`config.mk`:
```
export PLATFORM = sky130hd
export DESIGN_NAME = product_bcd_converter
export DESIGN_NICKNAME = d
export VERILOG_FILES = /design/src/rtl/product_bcd_converter.sv
export SDC_FILE = /design/constraint.sdc
export NUM_CORES = 1
export LEC_CHECK = 0
export BUFFER_PORTS_ARGS = -buffer_cell sky130_fd_sc_hd__clkbuf_2
export CAP_MARGIN = 20
export CORE_MARGIN = 2
export CORE_UTILIZATION = 30
export DETAILED_ROUTE_END_ITERATION = 10
export PLACE_DENSITY_LB_ADDON = 0.05
export SLEW_MARGIN = 10
export SYNTH_ARGS = -nofsm -noshare
export SYNTH_HDL_FRONTEND = slang
export SYNTH_SLANG_ARGS = --single-unit
```
`constraint.sdc`:
```
create_clock -name clk -period 1.9 [get_ports clk]
set_clock_uncertainty 0.1 [all_clocks]
set_input_delay 0.38 -clock clk [delete_from_list [all_inputs] [get_ports clk]]
set_output_delay 0.38 -clock clk [all_outputs]
set_load 0.005 [all_outputs]
```
`src/rtl/product_bcd_converter.sv`:
```
// Converts an 8-bit two's-complement product into sign + three BCD digits
// using a sequential double-dabble (one shift per clock, 8 shifts total).
module product_bcd_converter (
    input  logic       clk,
    input  logic       rst,
    input  logic       start,
    input  logic [7:0] prod,
    output logic       busy,
    output logic       done,
    output logic       sign,
    output logic [3:0] hundreds,
    output logic [3:0] tens,
    output logic [3:0] units
);

    typedef enum logic [1:0] {
        IDLE  = 2'd0,
        SHIFT = 2'd1,
        DONE  = 2'd2
    } state_t;

    state_t      state_q;
    logic        neg_q;
    logic [7:0]  mag_q;
    logic [11:0] scratch_q;
    logic [2:0]  cnt_q;

    logic [10:0] adj;
    logic [11:0] scratch_d;
    logic [7:0]  mag_d;

    // One double-dabble step. The hundreds nibble only needs its low three
    // bits after the adjust, because its top bit is shifted out.
    always_comb begin
        adj       = '0;
        adj[3:0]  = (scratch_q[3:0] >= 4'd5) ? scratch_q[3:0] + 4'd3 : scratch_q[3:0];
        adj[7:4]  = (scratch_q[7:4] >= 4'd5) ? scratch_q[7:4] + 4'd3 : scratch_q[7:4];
        adj[10:8] = (scratch_q[11:8] >= 4'd5) ? scratch_q[10:8] + 3'd3 : scratch_q[10:8];
        scratch_d = {adj, mag_q[7]};
        mag_d     = {mag_q[6:0], 1'b0};
    end

    always_ff @(posedge clk) begin
        if (rst) begin
            state_q   <= IDLE;
            neg_q     <= 1'b0;
            mag_q     <= '0;
            scratch_q <= '0;
            cnt_q     <= '0;
            busy      <= 1'b0;
            done      <= 1'b0;
            sign      <= 1'b0;
            hundreds  <= '0;
            tens      <= '0;
            units     <= '0;
        end else begin
            done <= 1'b0;
            case (state_q)
                IDLE: begin
                    if (start) begin
                        neg_q     <= prod[7];
                        // -128 negates to 8'h80, which is 128 read as unsigned.
                        mag_q     <= prod[7] ? (~prod + 8'd1) : prod;
                        scratch_q <= '0;
                        cnt_q     <= '0;
                        busy      <= 1'b1;
                        state_q   <= SHIFT;
                    end
                end
                SHIFT: begin
                    scratch_q <= scratch_d;
                    mag_q     <= mag_d;
                    cnt_q     <= cnt_q + 3'd1;
                    if (cnt_q == 3'd7) begin
                        state_q <= DONE;
                    end
                end
                DONE: begin
                    hundreds <= scratch_q[11:8];
                    tens     <= scratch_q[7:4];
                    units    <= scratch_q[3:0];
                    sign     <= neg_q;
                    done     <= 1'b1;
                    busy     <= 1'b0;
                    state_q  <= IDLE;
                end
                default: begin
                    state_q <= IDLE;
                end
            endcase
        end
    end

endmodule

```
# Yosys cells after proc, flatten, opt, wreduce, memory -nomap -nowiden
# Index checks and enable logic that the tools add are counted.
[totals]
wordCells = 48
romBits = 0
input_bits = 11
latch_bits = 0
regBits = 41
memories = 0
mem_bits_rw = 0
output_inout_bits = 15
[classes]
bitwise = 1
muxes = 16
n_addsub = 5
eq_ne = 5
magnitude_cmp = 3
div_mod_pow = 0
shifts = 0
multipliers = 0
n_reduce_logical = 7
[op_table]
columns = ["cell", "count"]
rows = [
  ["$pmux W12 S2", 1],
  ["$mux W8", 2],
  ["$pmux W8 S2", 1],
  ["$ge A4 B3 Y1 const B", 3],
  ["$mux W12", 1],
  ["$add A4 B2 Y4 const B", 2],
  ["$add A8 B1 Y8 const B", 1],
  ["$mux W4", 2],
  ["$not A8 Y8", 1],
  ["$reduce_and A2 Y1", 4],
  ["$mux W3", 2],
  ["$pmux W3 S2", 1],
  ["$mux W2", 2],
  ["$ne A2 B2 Y1 const B", 2],
  ["$pmux W2 S2", 1],
  ["$reduce_bool A2 Y1", 2],
  ["$add A3 B1 Y3 const B", 1],
  ["$add A3 B2 Y3 const B", 1],
  ["$eq A3 B3 Y1 const B", 1],
  ["$eq A2 B1 Y1 const B", 1],
  ["$eq A2 B2 Y1 const B", 1],
  ["$logic_not A2 Y1", 1],
  ["$mux W1", 2],
  ["$pmux W1 S2", 1],
]

# Logic depth before layout (Yosys ltp)
# Gate-level depths: netlist (run 1).
[depth]
word_depth = 5
mapped_depth = 6
mapped_depth_nobuf = 6

# Worst setup path before layout (run 1)
# No wires, ideal clock.
[synth_timing]
path_kind = "reg2reg"
startpoint = "register scratch_q[1]"
endpoint = "register scratch_q[2]"
n_path_buf = 0
arrival_time_ns = 1.232
path_stages_with_launch = 7
synth_period_minus_slack_ns = 1.449
setup_time_ns = 0.117
required_time_ns = 1.683
slack_ns = 0.451
cell_sequence = "dfxtp_1 -> inv_1 -> ha_1 -> nand2b_1 -> a21oi_1 -> mux2i_1 -> a22o_1"
[synth_via]
elab_chain_cells = 3
word_cells_on_any_way = 4
classes_between = "add/sub (1); order compare (1); mux (2)"
[synth_rtl]
columns = ["element", "line", "text"]
rows = [
  ["from (decl)", "25", "logic [11:0] scratch_q;"],
  ["from (signal assigned)", "71", "scratch_q <= scratch_d;"],
  ["$add A4 B2 Y4 or $ge A4 B3 Y1 (tied branches)", "36", "adj[3:0] = (scratch_q[3:0] >= 4'd5) ? scratch_q[3:0] + 4'd3 : scratch_q[3:0];"],
  ["$mux W4 (*)", "36", ""],
  ["$pmux W12 S2 (*)", "58", "case (state_q)"],
]
# Mark *: on every way between the ends. The rest lies on a longest branch, timed or not.
# A chain may end at the register's enable or synchronous reset.

# Worst setup path in the final report (run 1)
# Same ends and word-level chain as after synthesis.

==> out/metrics.yaml, run 1 <==
drt:
  dr.pass1.iters: 5
  drcViolationCount: 0
  wl_per_cell_um: 12.4
  viasPerCell: 4.63
  postRouteAntennaNets: 0
  vias: 1477
  drt-initial-drc-count: 47
  finalWirelength_um: 3970
worst_setup_path:
  slowest_stage: "dfxtp_1"
  critical_path.cell_chain: "inv_1, ha_1, nand2b_1, a21oi_1, mux2i_1, a22o_1"
  critPathCaptureType: "flip-flop"
  r2r-end: "scratch_q[2]"
  reg2reg_depth: 6
  crit_start: "scratch_q[1]"
  cp_max_fo: 4
  crit_type: "flip-flop to flip-flop"
  rrSetupSlack_ns: 0.31
  start_kind: "flip-flop"
  r2r_start: "scratch_q[1]"
  arrival_ns: 1.68
  cp.required_ns: 1.99
  slowest_delay_ns: 0.38
  crit_family: "compound AO/OA/AOI/OAI gates"
  critPathBufInv: 1
grt:
  antenna_found_initial: 0
  overflow: 0
  grt_pass1_wl_um: 6310
  grt_max_degree: 24
  grt_pass1_vias: 1317
  grt_use_total_pct: 12.6
sta:
  relSlewSlack_pct: 66.9
  drv_slew: 0
  post-route-min-period_ns: 1.59
  fmax_mhz: 627
  rsz0062_at_grt: "false"
  tns_ns: 0
  period_share_pct: 83.9
  worst_slack_ns: 0.306
  setup_viol: 0
  tightestPinTransition_ns: 0.495
  finalHoldViolCount: 0
power_and_ir_drop:
  power.share.switching_pct: 22.7
  internal_power_mw: 1.36
  power_frac_comb_pct: 8.1
  leakagePower_nw: 0.877
  seq_power_share_pct: 50.4
  power_density_nw_per_um2: 803
  p_switching_mw: 0.401
  ir_worst_vdd_mv: 0.356
  pwr-share-clk_pct: 41.5
yosys:
  seq_area_frac_synth_pct: 44.7
  synth_nets: 232
  synth_compound_area_share_pct: 19.9
  synthArstFlopShare_pct: 0
  yosysTopAreaCellShare_pct: 44.7
  synth-xor-area-share_pct: 3.82
  synth_top_family_by_area: "compound AO/OA/AOI/OAI gates"
  synth-seq-cells: 41
  muxShareOfSynthArea_pct: 2.18
  synth_flop_cell: "dfxtp_1"
  yosys.area_share.simple_pct: 18.6
  yosys_warnings: 0
  yosys.area.top_type: "dfxtp_1"
  avgSynthCellArea_um2: 8.66
  synth_fa_ha_area_share_pct: 6.13
  syn_inst: 212
  synth_edf_count: 0
  synthesis.area_um2: 1840
  ys_types: 34
  synthTopCellsByArea: "dfxtp_1, a21oi_1, ha_1, nand2_1, nor2_1"
status:
  status: "complete, no violations"
clock_tree:
  cts_buffers: 5
  post_cts_resized: 0
  htree_levels: 2
  cts.sinks: 41
  tritoncts: "built"
  max-clock-path-buffers: 2
  cts_root_buffer: "clkbuf_8"
  cts_setup_buffers: 0
  cts_hold_buf: 0
  clk_latency_ns: 0.30
  clk_pin_slew_ns: 0.08
layout:
  nets: 263
  n_antenna_cell: 0
  nFillCells: 622
  layout_common_cells: "dfxtp_1, nand2_1, clkbuf_2"
  drive_gt1_share_pct: 18.9
  syn_to_final_growth_pct: 19.8
  final_common_cell: "dfxtp_1"
die:
  row_count: 28
  io_pins: 26
  fp.dieW_um: 82.2
  die_h_um: 82.2
  start_util_pct: 31.0
  die_area_um2: 6760
  core_area_um2: 5920
worst_hold_path:
  hold_end: "mag_q[5]"
  min_from: "prod[5]"
  min_path_type: "input pin to flip-flop"
  whs_path_depth: 3
job:
  cap_violations: 0
placement:
  routabilityCongestion: 0.747
  numPortBuffers: 25
  hpwl_um: 2840
  post-place-ws_ns: 0.282
## tightest hold or removal path: cells and delay by family
| kind | cells | cell delay (ns) |
|---|---|---|
| compound gates | 1 | 0.07 |
| buf+inv | 1 | 0.12 |
| simple gates | 1 | 0.10 |
## cell families after synthesis
| family | after synthesis |
|---|---|
| adder cells (fa/ha/maj) | 9 |
| buffers and inverters | 20 |
| multiplexers | 4 |
| AND/OR/NAND/NOR | 74 |
| AO/OA/AOI/OAI | 56 |
| flip-flops | 41 |
| XOR/XNOR | 8 |
## how the worst max path moves through the flow
stage / end / slack [ns] / depth (start not counted)
after floorplan: scratch_q[2] / 0.45 / 6
after global placement: mag_q[2] / 0.29 / 7
after detailed placement: mag_q[2] / 0.28 / 7
after CTS: scratch_q[8] / 0.31 / 6
after global routing: scratch_q[2] / 0.13 / 6
final: scratch_q[2] / 0.31 / 6
## final cells by class
type                            count  area, µm²  area share, %
Clock buffer                        6       82.6           3.76
Clock inverter                      2       37.5           1.71
Inverter                            9       33.8           1.54
Multi-Input combinational cell    151        930           42.3
Sequential cell                    41        821           37.3
Tap cell                           75       93.8           4.27
Timing Repair Buffer               35        200           9.11
## metrics by stage
step	std cells	hold slack, ns	power [mW]	util (%)	cell area (µm²)
6_report	319	0.299	1.77	37.1	2200
3_3_place_gp	311	0.344	1.06	35.1	2080
4_1_cts	319	0.290	1.80	37.1	2200
3_5_place_dp	311	0.346	1.06	35.1	2080
5_1_grt	319	0.320	1.85	37.1	2200
2_1_floorplan	212	0.331	0.999	-	1840
## power by group through the flow
stage                     clock network [mW]  registers [mW]  logic [mW]
after global placement                     0           0.910       0.147
after CTS                              0.764           0.890       0.146
after global routing                   0.792           0.893       0.162
after floorplan                            0           0.907      0.0920
final                                  0.732           0.890       0.143
after detailed placement                   0           0.910       0.146
## metal layers
metal	share of wire (%)	GRT usage (%)	wire (µm)	vias up
li1	-	-	-	800
met1	52	16.1	2060	651
met2	43	19.7	1720	22
met3	3.3	3.59	131	4
met4	1.5	5.50	61	0
met5	0	0	0	-
## synthesized netlist by cell type (5+ instances only)
cell type and instances:
a21oi_1 24, dfxtp_1 41, o21ai_0 6, ha_1 9, nand2b_1 7, a22o_1 6, a22oi_1 8, buf_2 5
inv_1 9, nand2_1 30, xnor2_1 5, nor2_1 19
## registers in the layout, indices dropped and copies added, names as in the netlist
| name | flops |
|---|---|
| sign | 1 |
| cnt_q | 3 |
| state_q | 2 |
| tens | 4 |
| scratch_q | 12 |
| busy | 1 |
| units | 4 |
| done | 1 |
| hundreds | 4 |
| mag_q | 8 |
| neg_q | 1 |
Power figures use the tool's default switching activity.
==> inputs of run 2 (changes only) <==
==> constraint.sdc (replaced) <==
create_clock -name clk -period 1.3 [get_ports clk]
set_clock_uncertainty 0.1 [all_clocks]
set_input_delay 0.26 -clock clk [delete_from_list [all_inputs] [get_ports clk]]
set_output_delay 0.26 -clock clk [all_outputs]
set_load 0.005 [all_outputs]
==> run 2 against run 1 <==
  * Clock-buffer cell count increased by 1
  * Register-to-register slack worse by 0.40 ns
  * The run now ends with negative setup slack left
  * Critical path type unchanged
  * Wire length is 20% higher
  * Highest routed layer unchanged
  * Total power grew 52%
==> out/metrics.yaml, run 2 (synthesis gave the netlist of run 1 again) <==
sta:
  drv_slew: 0
  worst_slack_ns: -0.0932
  fmax_mhz: 718
  period_share_pct: 107
  hold-worst-slack_ns: 0.202
  rsz0062_at_grt: "true"
  tns_ns: -0.487
  setup_viol: 12
  relSlewSlack_pct: 76.8
  tightestPinTransition_ns: 0.345
  finalHoldViolCount: 0
  post-route-min-period_ns: 1.39
worst_setup_path:
  crit_type: "flip-flop to flip-flop"
  r2r-end: "scratch_q[2]"
  arrival_ns: 1.54
  rrSetupSlack_ns: -0.09
  r2r_start: "scratch_q[1]"
  cp.required_ns: 1.45
  cp_max_fo: 3
  crit_end: "scratch_q[2]"
  start_kind: "flip-flop"
  crit_start: "scratch_q[1]"
  critPathCaptureType: "flip-flop"
  reg2reg_depth: 6
power_and_ir_drop:
  p_switching_mw: 0.621
  power.share.switching_pct: 23.1
  ir_worst_vdd_mv: 0.477
  pwr-share-clk_pct: 39.8
  internal_power_mw: 2.07
  power_density_nw_per_um2: 964
  seq_power_share_pct: 48.1
  power_frac_comb_pct: 12.0
  leakagePower_nw: 1.13
drt:
  wl_per_cell_um: 13.5
  drt-initial-drc-count: 62
  dr.pass1.iters: 4
  drcViolationCount: 0
  finalWirelength_um: 4780
  viasPerCell: 4.80
  vias: 1704
  postRouteAntennaNets: 0
grt:
  grt_pass1_wl_um: 7610
  grt_pass1_vias: 1601
  met2_usage_pct: 23.3
  antenna_found_initial: 0
  grt_max_degree: 19
  top_usage_layer: "met2"
  grtUsageMet1_pct: 19.8
  overflow: 0
  use_met3_pct: 4.13
  grt_use_total_pct: 14.9
layout:
  stdcell_count: 355
  largest_register_ffs: 12
  drive_gt1_share_pct: 43.9
  largest-register: "scratch_q"
  layout_common_cells: "dfxtp_1, buf_4, nand2_1"
  nets: 299
  syn_to_final_growth_pct: 52.0
  final_common_cell: "dfxtp_1"
  largestRegisters: "scratch_q (12), mag_q (8)"
  fin_util_pct: 47.1
  n_antenna_cell: 0
placement:
  hpwl_um: 3220
  dp_cells: 339
  numPortBuffers: 25
  routabilityCongestion: 0.727
  post-place-ws_ns: -0.204
clock_tree:
  tritoncts: "built"
  cts_root_buffer: "clkbuf_8"
  cts_buffers: 5
  cts.sinks: 41
  clk_latency_ns: 0.29
  clk_pin_slew_ns: 0.08
  htree_levels: 2
  max-clock-path-buffers: 2
die:
  core_area_um2: 5920
  start_util_pct: 31.0
  io_pins: 26
  die_area_um2: 6760
  die_h_um: 82.2
  fp.dieW_um: 82.2
  row_count: 28
status:
  status: "finished with violations"
  violations: "negative setup slack"
worst_hold_path:
  min_path_type: "input pin to flip-flop"
job:
  cap_violations: 0
run 2: changes by cell type in the layout (fill, tap and decap cells not counted), moves of 5 or more:
cell	change
buf_4	+20
buf_6	+14
dfxtp_1	-8
ha_1	-6
ha_4	+6
inv_1	-6
dfxtp_4	+5
run 2: what timing repair did:
action	CTS	global route
hold buffers	0	0
buffers inserted	3	3
gates cloned	0	2
setup endpoints to repair	22	22
pin swaps	8	17
resized for setup	26	41
run 2: final cells by class:
type	count	area, µm²
Inverter	9	43.8
Timing Repair Buffer	71	533
Sequential cell	41	843
Multi-Input combinational cell	151	1160
Tap cell	75	93.8
Clock buffer	7	86.3
Fill cell	595	3130
Clock inverter	1	30.0
run 2: stage by stage:
stage                     total power [mW]  cell area [µm²]
after global routing                  2.83             2790
after floorplan                       1.46             1870
final                                 2.69             2790
after CTS                             2.69             2590
after global placement                1.58             2340
after detailed placement              1.58             2340
run 2: how the worst min path moves through the flow:
stage	cells after the start	end	slack, ns	from
finish	3	mag_q[5]	0.20	prod[5]
floorplan	2	mag_q[0]	0.31	prod[0]
CTS	3	mag_q[5]	0.18	prod[5]
detailed placement	2	units[2]	0.35	units[2]
global route	4	mag_q[7]	0.22	prod[6]
global placement	2	hundreds[0]	0.34	hundreds[0]
run 2: power by group through the flow:
stage / registers, mW / logic [mW] / clock network (mW)
global route: 1.30 / 0.355 / 1.18
finish: 1.29 / 0.323 / 1.07
floorplan: 1.33 / 0.136 / 0
global placement: 1.33 / 0.255 / 0
CTS: 1.30 / 0.276 / 1.12
detailed placement: 1.33 / 0.255 / 0
run 2: critical path, cell delays in order, from the launching register on:
cell and delay [ns]:
dfxtp_2 0.36, inv_4 0.05, ha_4 0.14, nand2b_4 0.14
a21oi_4 0.21, mux2i_1 0.21, a22o_1 0.13
run 2: layer usage:
layer  up-vias  routed length [µm]
met2        17                2190
met4         0                  64
met3         7                 126
li1        875                   -
met5         -                   0
met1       805                2400
==> inputs of run 3 (changes only) <==
--- a/config.mk
+++ b/config.mk
@@ -15,3 +15,4 @@
 export SYNTH_ARGS = -nofsm -noshare
 export SYNTH_HDL_FRONTEND = slang
 export SYNTH_SLANG_ARGS = --single-unit
+export TNS_END_PERCENT = 5
==> constraint.sdc (replaced) <==
create_clock -name clk -period 1.6 [get_ports clk]
set_clock_uncertainty 0.1 [all_clocks]
set_input_delay 0.32 -clock clk [delete_from_list [all_inputs] [get_ports clk]]
set_output_delay 0.32 -clock clk [all_outputs]
set_load 0.005 [all_outputs]
==> run 3 against run 2 <==
  * Largest power group unchanged
  * Worst setup slack better by 0.24 ns
  * Fmax is 4.2% lower
  * Cell count is 7.0% lower
  * The flow now finishes without violations
  * Combinational power is 46% lower
  * Sequential power is 18% lower
==> out/metrics.yaml, run 3 (synthesis gave the netlist of run 1 again) <==
status:
  status: "complete, no violations"
power_and_ir_drop:
  ir_worst_vdd_mv: 0.269
  power_frac_comb_pct: 9.2
  internal_power_mw: 1.43
  pwr-share-clk_pct: 34.9
  leakagePower_nw: 0.918
  power.share.switching_pct: 24.4
  p_switching_mw: 0.460
  seq_power_share_pct: 55.9
  power_density_nw_per_um2: 838
layout:
  largestRegisters: "scratch_q (12), mag_q (8)"
  layout_common_cells: "dfxtp_1, nand2_1, clkbuf_2"
  largest-register: "scratch_q"
  seqCellArea_um2: 821
  nFillCells: 639
  drive_gt1_share_pct: 22.4
  multi_input_area_um2: 941
  syn_to_final_growth_pct: 22.7
  stdcell_count: 330
  largest_register_ffs: 12
  n_antenna_cell: 0
  nets: 274
  final_common_cell: "dfxtp_1"
die:
  die_h_um: 82.2
  io_pins: 26
  core_area_um2: 5920
  die_area_um2: 6760
  start_util_pct: 31.0
  row_count: 28
  fp.dieW_um: 82.2
clock_tree:
  htree_levels: 2
  tritoncts: "built"
  max-clock-path-buffers: 2
  clk_pin_slew_ns: 0.08
  cts.sinks: 41
  cts_buffers: 5
  clk_latency_ns: 0.29
  cts_root_buffer: "clkbuf_8"
placement:
  routabilityCongestion: 0.735
  dp_cells: 322
  numPortBuffers: 25
  hpwl_um: 3050
grt:
  overflow: 0
  grt_use_total_pct: 13.5
  top_usage_layer: "met2"
  grt_pass1_vias: 1447
  grt_pass1_wl_um: 6930
  grtUsageMet1_pct: 16.7
  antenna_found_initial: 0
  met2_usage_pct: 22.0
  use_met3_pct: 3.59
  grt_max_degree: 19
sta:
  drv_slew: 0
  rsz0062_at_grt: "false"
  fmax_mhz: 688
  period_share_pct: 90.9
  relSlewSlack_pct: 69.6
  setup_viol: 0
  post-route-min-period_ns: 1.45
  tns_ns: 0
  tightestPinTransition_ns: 0.456
  finalHoldViolCount: 0
worst_setup_path:
  r2r-end: "scratch_q[8]"
  crit_type: "flip-flop to flip-flop"
  arrival_ns: 1.58
  cp.required_ns: 1.73
  start_kind: "flip-flop"
  rrSetupSlack_ns: 0.15
  reg2reg_depth: 5
  cp_max_fo: 4
  critPathCaptureType: "flip-flop"
  r2r_start: "scratch_q[4]"
worst_hold_path:
  min_path_type: "input pin to flip-flop"
  min_from: "rst"
  hold_end: "scratch_q[8]"
  whs_path_depth: 2
job:
  cap_violations: 0
drt:
  finalWirelength_um: 4070
  vias: 1538
  wl_per_cell_um: 12.3
  postRouteAntennaNets: 0
  drcViolationCount: 0
  viasPerCell: 4.66
  drt-initial-drc-count: 38
  dr.pass1.iters: 4
[run 3: per-layer routing]
metal / vias up / wire length (µm)
met4: 0 / 63
met1: 688 / 2020
met2: 26 / 1850
met5: - / 0
met3: 8 / 138
li1: 816 / -
[run 3: cell type report]
cell class                 count  share of cell area [%]
inverter                       9                    1.50
tap                           75                    4.17
clock buffer                   8                    3.56
sequential                    41                    36.4
multi-input combinational    151                    41.8
timing repair buffer          46                    12.6
[run 3: what timing repair did]
action,CTS,global route
gates resized for setup,0,3
endpoints found under the setup margin,0,5
hold buffers,0,0
buffers inserted,0,0
[run 3: metrics by stage]
step	instance area [µm²]	power [mW]	worst slack, ns	util (%)	hold slack, ns
after floorplan	1840	1.19	0.151	-	0.331
final	2250	1.89	0.146	38.0	0.230
after CTS	2240	1.92	0.0639	37.8	0.224
after global placement	2160	1.26	0.0600	36.5	0.346
after global routing	2250	2.00	0.0000625	38.0	0.232
after detailed placement	2160	1.26	0.0188	36.5	0.347
[run 3: worst max-delay path, cell delays in order, from the launching register on]
cell and delay [ns]:
dfxtp_1 0.34, buf_4 0.16, o21ai_0 0.22, xor2_1 0.10, or3_1 0.36, a21oi_1 0.12
[run 3: worst max-delay path by stage]
stage | startpoint | end | cells after the start
after floorplan | scratch_q[1] | scratch_q[2] | 6
after global placement | prod[0] | mag_q[2] | 7
after detailed placement | prod[0] | mag_q[2] | 7
after CTS | scratch_q[1] | scratch_q[2] | 6
after global routing | state_q[0] | scratch_q[1] | 3
final | scratch_q[4] | scratch_q[8] | 5
[run 3: power by group through the flow]
| stage | Clock [mW] | Combinational, mW | Sequential [mW] |
|---|---|---|---|
| final | 0.659 | 0.173 | 1.06 |
| after global routing | 0.739 | 0.197 | 1.06 |
| after CTS | 0.691 | 0.177 | 1.06 |
| after detailed placement | 0 | 0.177 | 1.08 |
| after global placement | 0 | 0.178 | 1.08 |
| after floorplan | 0 | 0.109 | 1.08 |
